===== src/rtl/fft_bf_pair_buf_pkg.sv =====
// -----------------------------------------------------------------------------
// fft_bf_pair_buf_pkg
//   Shared FFT definitions for the pairing stage and its delay RAM.
//   Provides the sample-format macros used across the FFT stages:
//     `CPLX_WIDTH            complex sample width, {real, imag}
//     `REAL_MSB/`REAL_LSB    real field bounds inside a complex word
//     `IMGN_MSB/`IMGN_LSB    imaginary field bounds inside a complex word
//     `FFT_HALF_LEN          default half-frame length for the stages
//   Also provides package-level mirrors of those values, the complex word
//   type, and the FILL/PAIR phase encoding.
//
//   Optional feature macro consumed by the top: FFT_PAIR_TWIDX_EN.
// -----------------------------------------------------------------------------
`ifndef FFT_INC_H
`define FFT_INC_H
`define CPLX_WIDTH   32
`define REAL_MSB     31
`define REAL_LSB     16
`define IMGN_MSB     15
`define IMGN_LSB     0
`define FFT_HALF_LEN 8
`endif

package fft_bf_pair_buf_pkg;

  localparam int CPLX_W   = `CPLX_WIDTH;
  localparam int REAL_MSB = `REAL_MSB;
  localparam int REAL_LSB = `REAL_LSB;
  localparam int IMGN_MSB = `IMGN_MSB;
  localparam int IMGN_LSB = `IMGN_LSB;

  typedef logic [CPLX_W-1:0] cplx_t;

  // The MSB of the frame counter selects the phase directly.
  typedef enum logic {
    PH_FILL = 1'b0,
    PH_PAIR = 1'b1
  } phase_e;

endpackage


===== src/rtl/fft_dly_ram.sv =====
// -----------------------------------------------------------------------------
// fft_dly_ram
//   Half-frame delay memory: DEPTH x WIDTH, one synchronous write port and
//   one asynchronous (distributed) read port. Contents are not reset.
//
// Ports
//   clk      in   rising-edge clock for the write port
//   we_i     in   write enable
//   waddr_i  in   write address
//   wdata_i  in   write data
//   raddr_i  in   read address (combinational read)
//   rdata_o  out  read data
// -----------------------------------------------------------------------------
module fft_dly_ram
  import fft_bf_pair_buf_pkg::*;
#(
  parameter int DEPTH = `FFT_HALF_LEN,
  parameter int WIDTH = CPLX_W
) (
  input  logic                     clk,
  input  logic                     we_i,
  input  logic [$clog2(DEPTH)-1:0] waddr_i,
  input  logic [WIDTH-1:0]         wdata_i,
  input  logic [$clog2(DEPTH)-1:0] raddr_i,
  output logic [WIDTH-1:0]         rdata_o
);

  logic [WIDTH-1:0] mem_q [DEPTH];

  always_ff @(posedge clk) begin
    if (we_i) begin
      mem_q[waddr_i] <= wdata_i;
    end
  end

  assign rdata_o = mem_q[raddr_i];

endmodule


===== src/rtl/fft_bf_pair_buf.sv =====
// -----------------------------------------------------------------------------
// fft_bf_pair_buf
//   Radix-2 DIF input pairing stage feeding the butterfly. The first half of
//   each frame is written into a delay RAM; each sample of the second half is
//   paired with the stored sample HALF_LEN earlier and registered as the
//   ia/ib operand pair. Data passes through bit-exact.
//
// Parameters
//   HALF_LEN   pair distance, power of 2 in 2..1024
//
// Ports
//   clk        in   clock, rising edge
//   rst        in   asynchronous active-high reset
//   in_valid   in   input sample valid
//   in_ready   out  stage accepts a sample this cycle
//   in_data    in   complex sample {real, imag}
//   out_valid  out  ia/ib pair valid
//   out_ready  in   downstream consumes the pair this cycle
//   out_ia     out  sample k of the frame
//   out_ib     out  sample k+HALF_LEN of the frame
//   out_last   out  final pair of the frame (k = HALF_LEN-1)
//   out_k      out  pair index k, only when FFT_PAIR_TWIDX_EN is defined
//
// Configuration macro: FFT_PAIR_TWIDX_EN adds the registered out_k port.
// -----------------------------------------------------------------------------
module fft_bf_pair_buf
  import fft_bf_pair_buf_pkg::*;
#(
  parameter int HALF_LEN = `FFT_HALF_LEN
) (
  input  logic                        clk,
  input  logic                        rst,
  input  logic                        in_valid,
  output logic                        in_ready,
  input  logic [`CPLX_WIDTH-1:0]      in_data,
  output logic                        out_valid,
  input  logic                        out_ready,
  output logic [`CPLX_WIDTH-1:0]      out_ia,
  output logic [`CPLX_WIDTH-1:0]      out_ib,
  output logic                        out_last
`ifdef FFT_PAIR_TWIDX_EN
  ,
  output logic [$clog2(HALF_LEN)-1:0] out_k
`endif
);

  localparam int CNT_W = $clog2(HALF_LEN) + 1;
  localparam int KW    = CNT_W - 1;

  logic [CNT_W-1:0] cnt_q, cnt_d;
  logic [KW-1:0]    k;
  phase_e           phase;

  logic             out_valid_q, out_valid_d;
  logic             out_last_q,  out_last_d;
  cplx_t            out_ia_q,    out_ia_d;
  cplx_t            out_ib_q,    out_ib_d;
`ifdef FFT_PAIR_TWIDX_EN
  logic [KW-1:0]    out_k_q,     out_k_d;
`endif

  logic             in_xfer;
  logic             ram_we;
  logic             pair_load;
  cplx_t            ram_rdata;

  assign k     = cnt_q[KW-1:0];
  assign phase = phase_e'(cnt_q[CNT_W-1]);

  // FILL never backpressures; PAIR accepts only when the output register
  // is empty or being drained in the same cycle.
  assign in_ready  = (phase == PH_FILL) || !out_valid_q || out_ready;
  assign in_xfer   = in_valid && in_ready;
  assign ram_we    = in_xfer && (phase == PH_FILL);
  assign pair_load = in_xfer && (phase == PH_PAIR);

  // RAM address is k in both phases: written during FILL, read (async)
  // at pair creation during PAIR. FILL writes of the next frame can only
  // start after the last pair has already captured its RAM word.
  fft_dly_ram #(
    .DEPTH (HALF_LEN),
    .WIDTH (CPLX_W)
  ) u_ram (
    .clk     (clk),
    .we_i    (ram_we),
    .waddr_i (k),
    .wdata_i (in_data),
    .raddr_i (k),
    .rdata_o (ram_rdata)
  );

  // 2*HALF_LEN is a power of two, so the counter wraps naturally.
  always_comb begin
    cnt_d = cnt_q;
    if (in_xfer) begin
      cnt_d = cnt_q + 1'b1;
    end
  end

  always_comb begin
    out_valid_d = out_valid_q;
    out_last_d  = out_last_q;
    out_ia_d    = out_ia_q;
    out_ib_d    = out_ib_q;
`ifdef FFT_PAIR_TWIDX_EN
    out_k_d     = out_k_q;
`endif
    if (pair_load) begin
      out_valid_d = 1'b1;
      // HALF_LEN is a power of two, so k==HALF_LEN-1 is all-ones.
      out_last_d  = &k;
      out_ia_d    = ram_rdata;
      out_ib_d    = in_data;
`ifdef FFT_PAIR_TWIDX_EN
      out_k_d     = k;
`endif
    end else if (out_ready) begin
      out_valid_d = 1'b0;
      out_last_d  = 1'b0;
    end
  end

  // ---- stage boundary: counter and output pair register ----
  always_ff @(posedge clk or posedge rst) begin
    if (rst) begin
      cnt_q       <= '0;
      out_valid_q <= 1'b0;
      out_last_q  <= 1'b0;
      out_ia_q    <= '0;
      out_ib_q    <= '0;
`ifdef FFT_PAIR_TWIDX_EN
      out_k_q     <= '0;
`endif
    end else begin
      cnt_q       <= cnt_d;
      out_valid_q <= out_valid_d;
      out_last_q  <= out_last_d;
      out_ia_q    <= out_ia_d;
      out_ib_q    <= out_ib_d;
`ifdef FFT_PAIR_TWIDX_EN
      out_k_q     <= out_k_d;
`endif
    end
  end

  assign out_valid = out_valid_q;
  assign out_last  = out_last_q;
  assign out_ia    = out_ia_q;
  assign out_ib    = out_ib_q;
`ifdef FFT_PAIR_TWIDX_EN
  assign out_k     = out_k_q;
`endif

endmodule


===== config.mk =====
export PLATFORM = sky130hd
export DESIGN_NAME = fft_bf_pair_buf
export DESIGN_NICKNAME = d
export VERILOG_FILES = /design/src/rtl/fft_bf_pair_buf_pkg.sv /design/src/rtl/fft_dly_ram.sv /design/src/rtl/fft_bf_pair_buf.sv
export SDC_FILE = /design/constraint.sdc
export NUM_CORES = 1
export LEC_CHECK = 0
export BUFFER_PORTS_ARGS = -buffer_cell sky130_fd_sc_hd__buf_2
export CELL_PAD_IN_SITES_DETAIL_PLACEMENT = 1
export CELL_PAD_IN_SITES_GLOBAL_PLACEMENT = 1
export CORE_ASPECT_RATIO = 1.25
export CORE_MARGIN = 3
export CORE_UTILIZATION = 42
export CTS_BUF_LIST = sky130_fd_sc_hd__clkbuf_8
export DETAILED_ROUTE_END_ITERATION = 10
export HOLD_SLACK_MARGIN = 0.05
export PLACE_DENSITY_LB_ADDON = 0.1
export SETUP_SLACK_MARGIN = 0.2
export SYNTH_ARGS = -nofsm -noshare
export SYNTH_HDL_FRONTEND = slang
export SYNTH_SLANG_ARGS = --single-unit

===== constraint.sdc =====
create_clock -name clk -period 8.45 [get_ports clk]
set_input_delay 0.845 -clock clk [delete_from_list [all_inputs] [get_ports clk]]
set_output_delay 0.845 -clock clk [all_outputs]
set_load 0.01 [all_outputs]

Yosys cells after proc, flatten, opt, wreduce, memory -nomap -nowiden
Memory sizes are Yosys's and may differ from the RTL's. A register that Yosys moved wholly into a read port is not among the register bits.
Cells that the tools add are included.
Widths: inputs -> output; s select.

operators by class
  muxes and demuxes = 5
  bitwise operators = 1
  reduce and logical (&&, ||, !) cells = 8
  add/sub/neg operators = 1

operators by type and width
  kind                 number
  $mux 1               5
  $add 4x1->4 const B  1
  $logic_and 1x1->1    3
  $reduce_and 3->1     1
  $logic_or 1x1->1     2
  $reduce_bool 2->1    1
  $logic_not 1->1      1
  $not 1->1            1

storage, ports and cells
  flip-flop bits (word level) = 38
  bits in writable memories = 256
  word-level logic and storage cells = 20
  memories = 1
  output and inout port bits = 67

memories
  memory       depth  width  read ports  clocked after memory_dff  write ports  line               RTL
  u_ram.mem_q  8      32     1           1                         1            fft_dly_ram.sv:28  logic [WIDTH-1:0] mem_q [DEPTH];

Logic depth before layout (Yosys ltp)
  depth after elaboration = 7
  gate-level depth with buffers = 7
  depth with buffers taken out = 4

Modules after synthesis
Synthesis repeated with hierarchy kept, for this count alone.

unflattened totals
  cells, all modules = 542
  area, all modules = 12767.2 µm²

by module, submodules not included
  module           cells each  area an instance (µm²)  instances
  fft_dly_ram      383         9825.7                  1
  fft_bf_pair_buf  159         2941.6                  1

Worst setup path before layout
OpenSTA, ideal clock, no wires.

  path type = input -> register
  start = in in_valid
  end = mem u_ram.mem_q[2][0] in the netlist's numbering (enable)
  data required time = 7.982 ns
  buffers on the path = 0
  path slack = 4.374 ns
  arrival time = 3.608 ns
  stages = 3
  library setup time = 0.468 ns
  cells stage by stage = nor2b_1 > nand2b_1 > nor3b_1

between the ends
  cells in the longest elaborated chain, start to end = 4

ends and longest elaborated chain
  element                       line                   RTL
  start: declaration            fft_bf_pair_buf.sv:33  input logic in_valid,
  $logic_and 1x1->1             fft_bf_pair_buf.sv:73  assign in_xfer = in_valid && in_ready;
  $logic_and 1x1->1             fft_bf_pair_buf.sv:74  assign ram_we = in_xfer && (phase == PH_FILL);
  $mux 1                        fft_dly_ram.sv:31      if (we_i) begin
  $mux 1 (implied by the code)  fft_dly_ram.sv:32      mem_q[waddr_i] <= wdata_i;
  end: declaration              fft_dly_ram.sv:28

No other way between the ends.

Final worst setup path
  start = reg cnt_q[1]
  end = mem u_ram.mem_q[6][5] in the netlist's numbering (enable)

RTL lines
  element                   line                    RTL
  start: declaration        fft_bf_pair_buf.sv:50   logic [CNT_W-1:0] cnt_q, cnt_d;
  start signal: assignment  fft_bf_pair_buf.sv:135  cnt_q <= cnt_d;

Straight into the memory's write port.

==> impl_metrics.json <==
{
  "synthCells": 788,
  "clockBufferDepth": 3,
  "grt_pass1_wl_mm": 45.44,
  "grt-ovfl-total": 0,
  "hp-class": "in -> async",
  "area_growth_pct": 16.14,
  "clk_latency_ns": 0.56,
  "hold_violations": 0,
  "wl_mm": 29.14,
  "antennaDiodeCount": 0,
  "ioPinCount": 103,
  "initial_core_util_pct": 43.22,
  "worstMarginPinSlew_ns": 1.157,
  "post_cts_buffers": 0,
  "synth_edf_count": 256,
  "slew_violations": 0,
  "relSlewSlack_pct": 22.87,
  "n_fill_cell": 2824,
  "drive_gt1_share_pct": 24.36,
  "fmax_ghz": 0.2784,
  "synth_top_family_by_area": "compound AO/OA/AOI/OAI gates",
  "ir_drop_uv": 141.1,
  "fp.dieW_um": 159.8,
  "core_area_um2": 28750,
  "run_status": "complete, no violations",
  "min_period_over_period_pct": 42.51,
  "antenna_found_initial": 0,
  "cts_tree": "yes",
  "io_buffers": 102,
  "synthArstFlopShare_pct": 21.47,
  "startpoint_type": "register",
  "synth-xor-area-share_pct": 0.07049,
  "syn-cell-area_um2": 12420,
  "final-setup-viol-count": 0,
  "viasPerCell": 5.338,
  "synthAdderAreaFrac_pct": 0.2014,
  "cp_data_required_time_ns": 8.62,
  "ys_seq_area_share_pct": 75.97,
  "power_density_nw_per_um2": 351.1,
  "yosysWarnings": 0,
  "synth_compound_area_share_pct": 8.953,
  "cts_buffers": 51,
  "synthSimpleGateAreaFrac_pct": 6.344,
  "grt_pass1_vias": 7843,
  "rows": 69,
  "path_max_fanout": 32,
  "multiInputGateArea_um2": 2793,
  "ys_seq_elements": 326,
  "vias": 7121,
  "end_kind": "register",
  "tns_ns": 0,
  "grt_use_total_pct": 18.45,
  "die_height_um": 198.3,
  "cts_resized": 0,
  "ant_nets": 0,
  "cts_hold_buf": 0,
  "place_congestion": 0.7200,
  "grt_setup_unrepaired": "no",
  "drc": 0,
  "crit_type": "reg -> reg",
  "dp_hpwl_mm": 16.87,
  "drv_cap": 0,
  "seq_area_um2": 9448,
  "leakagePower_nw": 5.380,
  "grt_max_degree": 86,
  "routedWlPerCell_um": 21.84,
  "numClockSinks": 326,
  "synthFlopType": "edfxtp_1",
  "syn_nets": 826,
  "finalNetCount": 940,
  "whs_ns": 0.3175,
  "dieArea_um2": 31690,
  "syn_area_per_cell_um2": 15.77,
  "synth_cell_types": 37,
  "period_needed_ns": 3.592,
  "fin_cells": 1334,
  "drtIter0Drc": 415,
  "crit_arrival_ns": 3.76,
  "htreeDepth": 2,
  "dp_cells": 1239,
  "firstDrtPassIters": 4,
  "clock-skew-final_ns": 0.01685,
  "clk_pin_slew_ns": 0.07,
  "totalPowerFinal_mw": 5.067,
  "cts_root_buf": "clkbuf_8",
  "synth_mux_area_share_pct": 6.415
}
-- kinds of logic (layout without fill, tap and decap cells) --
family,after synthesis,in the layout
and+or+nand+nor,179,179
buffers and inverters,52,208
AOI/OAI and AO/OA,156,156
muxes,72,72
adders and majority gates,2,2
DFF,326,326
xor gates and xnor gates,1,1
-- cell usage in the layout (no fill, tap or decap), types with 3 or more instances in the layout --
cell type	count
a2111oi_0	16
a21boi_0	3
a21oi_1	48
a221o_1	16
a221oi_1	7
a22oi_1	29
a311oi_1	4
a31oi_1	3
buf_2	102
buf_4	10
bufinv_16	5
clkbuf_8	61
clkinv_1	4
clkinv_2	11
dfrtp_1	67
edfxtp_1	256
inv_1	15
mux2_2	21
mux2i_1	47
mux4_2	4
nand2_1	104
nand2b_1	5
nand3b_1	6
nor2_1	29
nor2_4	5
nor2b_1	19
o21ai_0	12
o221ai_1	7
o22a_1	10
-- cells in the mapped netlist (3+ instances only) --
cell / number / area [um2]
nor2_1: 33 / 123.9
a31oi_1: 3 / 18.77
o221ai_1: 7 / 61.31
a221o_1: 16 / 160.2
nand2_1: 104 / 390.4
mux2i_1: 47 / 470.5
o22a_1: 10 / 87.58
a221oi_1: 7 / 61.31
mux4_2: 4 / 90.09
a2111oi_0: 16 / 140.1
and3_1: 3 / 18.77
a22oi_1: 29 / 217.7
nand3b_1: 6 / 45.04
a311oi_1: 4 / 35.03
mux2_2: 21 / 236.5
clkbuf_1: 25 / 93.84
nor2b_1: 21 / 131.4
a21oi_1: 48 / 240.2
a21boi_0: 3 / 22.52
o21ai_0: 12 / 60.06
nand2b_1: 5 / 31.28
dfrtp_1: 70 / 1752
edfxtp_1: 256 / 7687
buf_2: 20 / 100.1
-- cell type report --
cell class | instances | share of cell area, %
Timing Repair Buffer | 112 | 4.058
Multi-Input combinational cell | 410 | 19.35
Clock buffer | 61 | 5.818
Inverter | 1 | 0.03468
Tap cell | 390 | 3.382
Clock inverter | 34 | 1.882
Sequential cell | 326 | 65.47
-- through the flow --
step,util (%),setup slack (ns),instance area [um2]
after floorplan,-,4.374,12420
after global placement,46.33,4.867,13320
after detailed placement,46.33,4.810,13320
after CTS,50.19,4.778,14430
after global routing,50.19,4.684,14430
final,50.19,4.858,14430
-- state kept, by name (all words and copies together), names as in the netlist --
name         flops
cnt_q            4
out_ia          32
out_last         1
out_valid        1
out_ib          32
u_ram.mem_q    256
-- routing by layer --
layer,vias up,share of wire [%],global-route usage [%]
met4,0,2.0,5.466
met5,-,0,0
met1,3644,42,22.46
met2,165,53,33.81
li1,3260,-,-
met3,52,3.7,3.160
-- power breakdown --
group	switching (mW)	internal (mW)	total, mW
Sequential	0.167	2.06	2.22
Clock	0.604	0.809	1.41
Combinational	0.892	0.539	1.43
Total	1.66	3.40	5.07
-- critical path, cell delays in order, from the launching register on --
cell     delay [ns]
dfrtp_4        0.50
and2_1         0.71
nor2b_2        1.00
and2_2         0.97
-- path summary, 6_finish.rpt --
path / start / to / slack, ns / depth (start not counted)
worst max-delay path: cnt_q[1] / u_ram.mem_q[6][5] / 4.86 / 3
worst min-delay path: rst / out_ib[0] / 0.32 / 2
worst max register to register: cnt_q[1] / u_ram.mem_q[6][5] / 4.86 / 3
worst min register to register: out_ib[29] / out_ib[29] / 0.47 / 2
max in group asynchronous: rst / cnt_q[1] / 7.08 / 3
min in group clk: out_ib[29] / out_ib[29] / 0.47 / 2
Note: power is estimated with default switching activity, not from simulation.
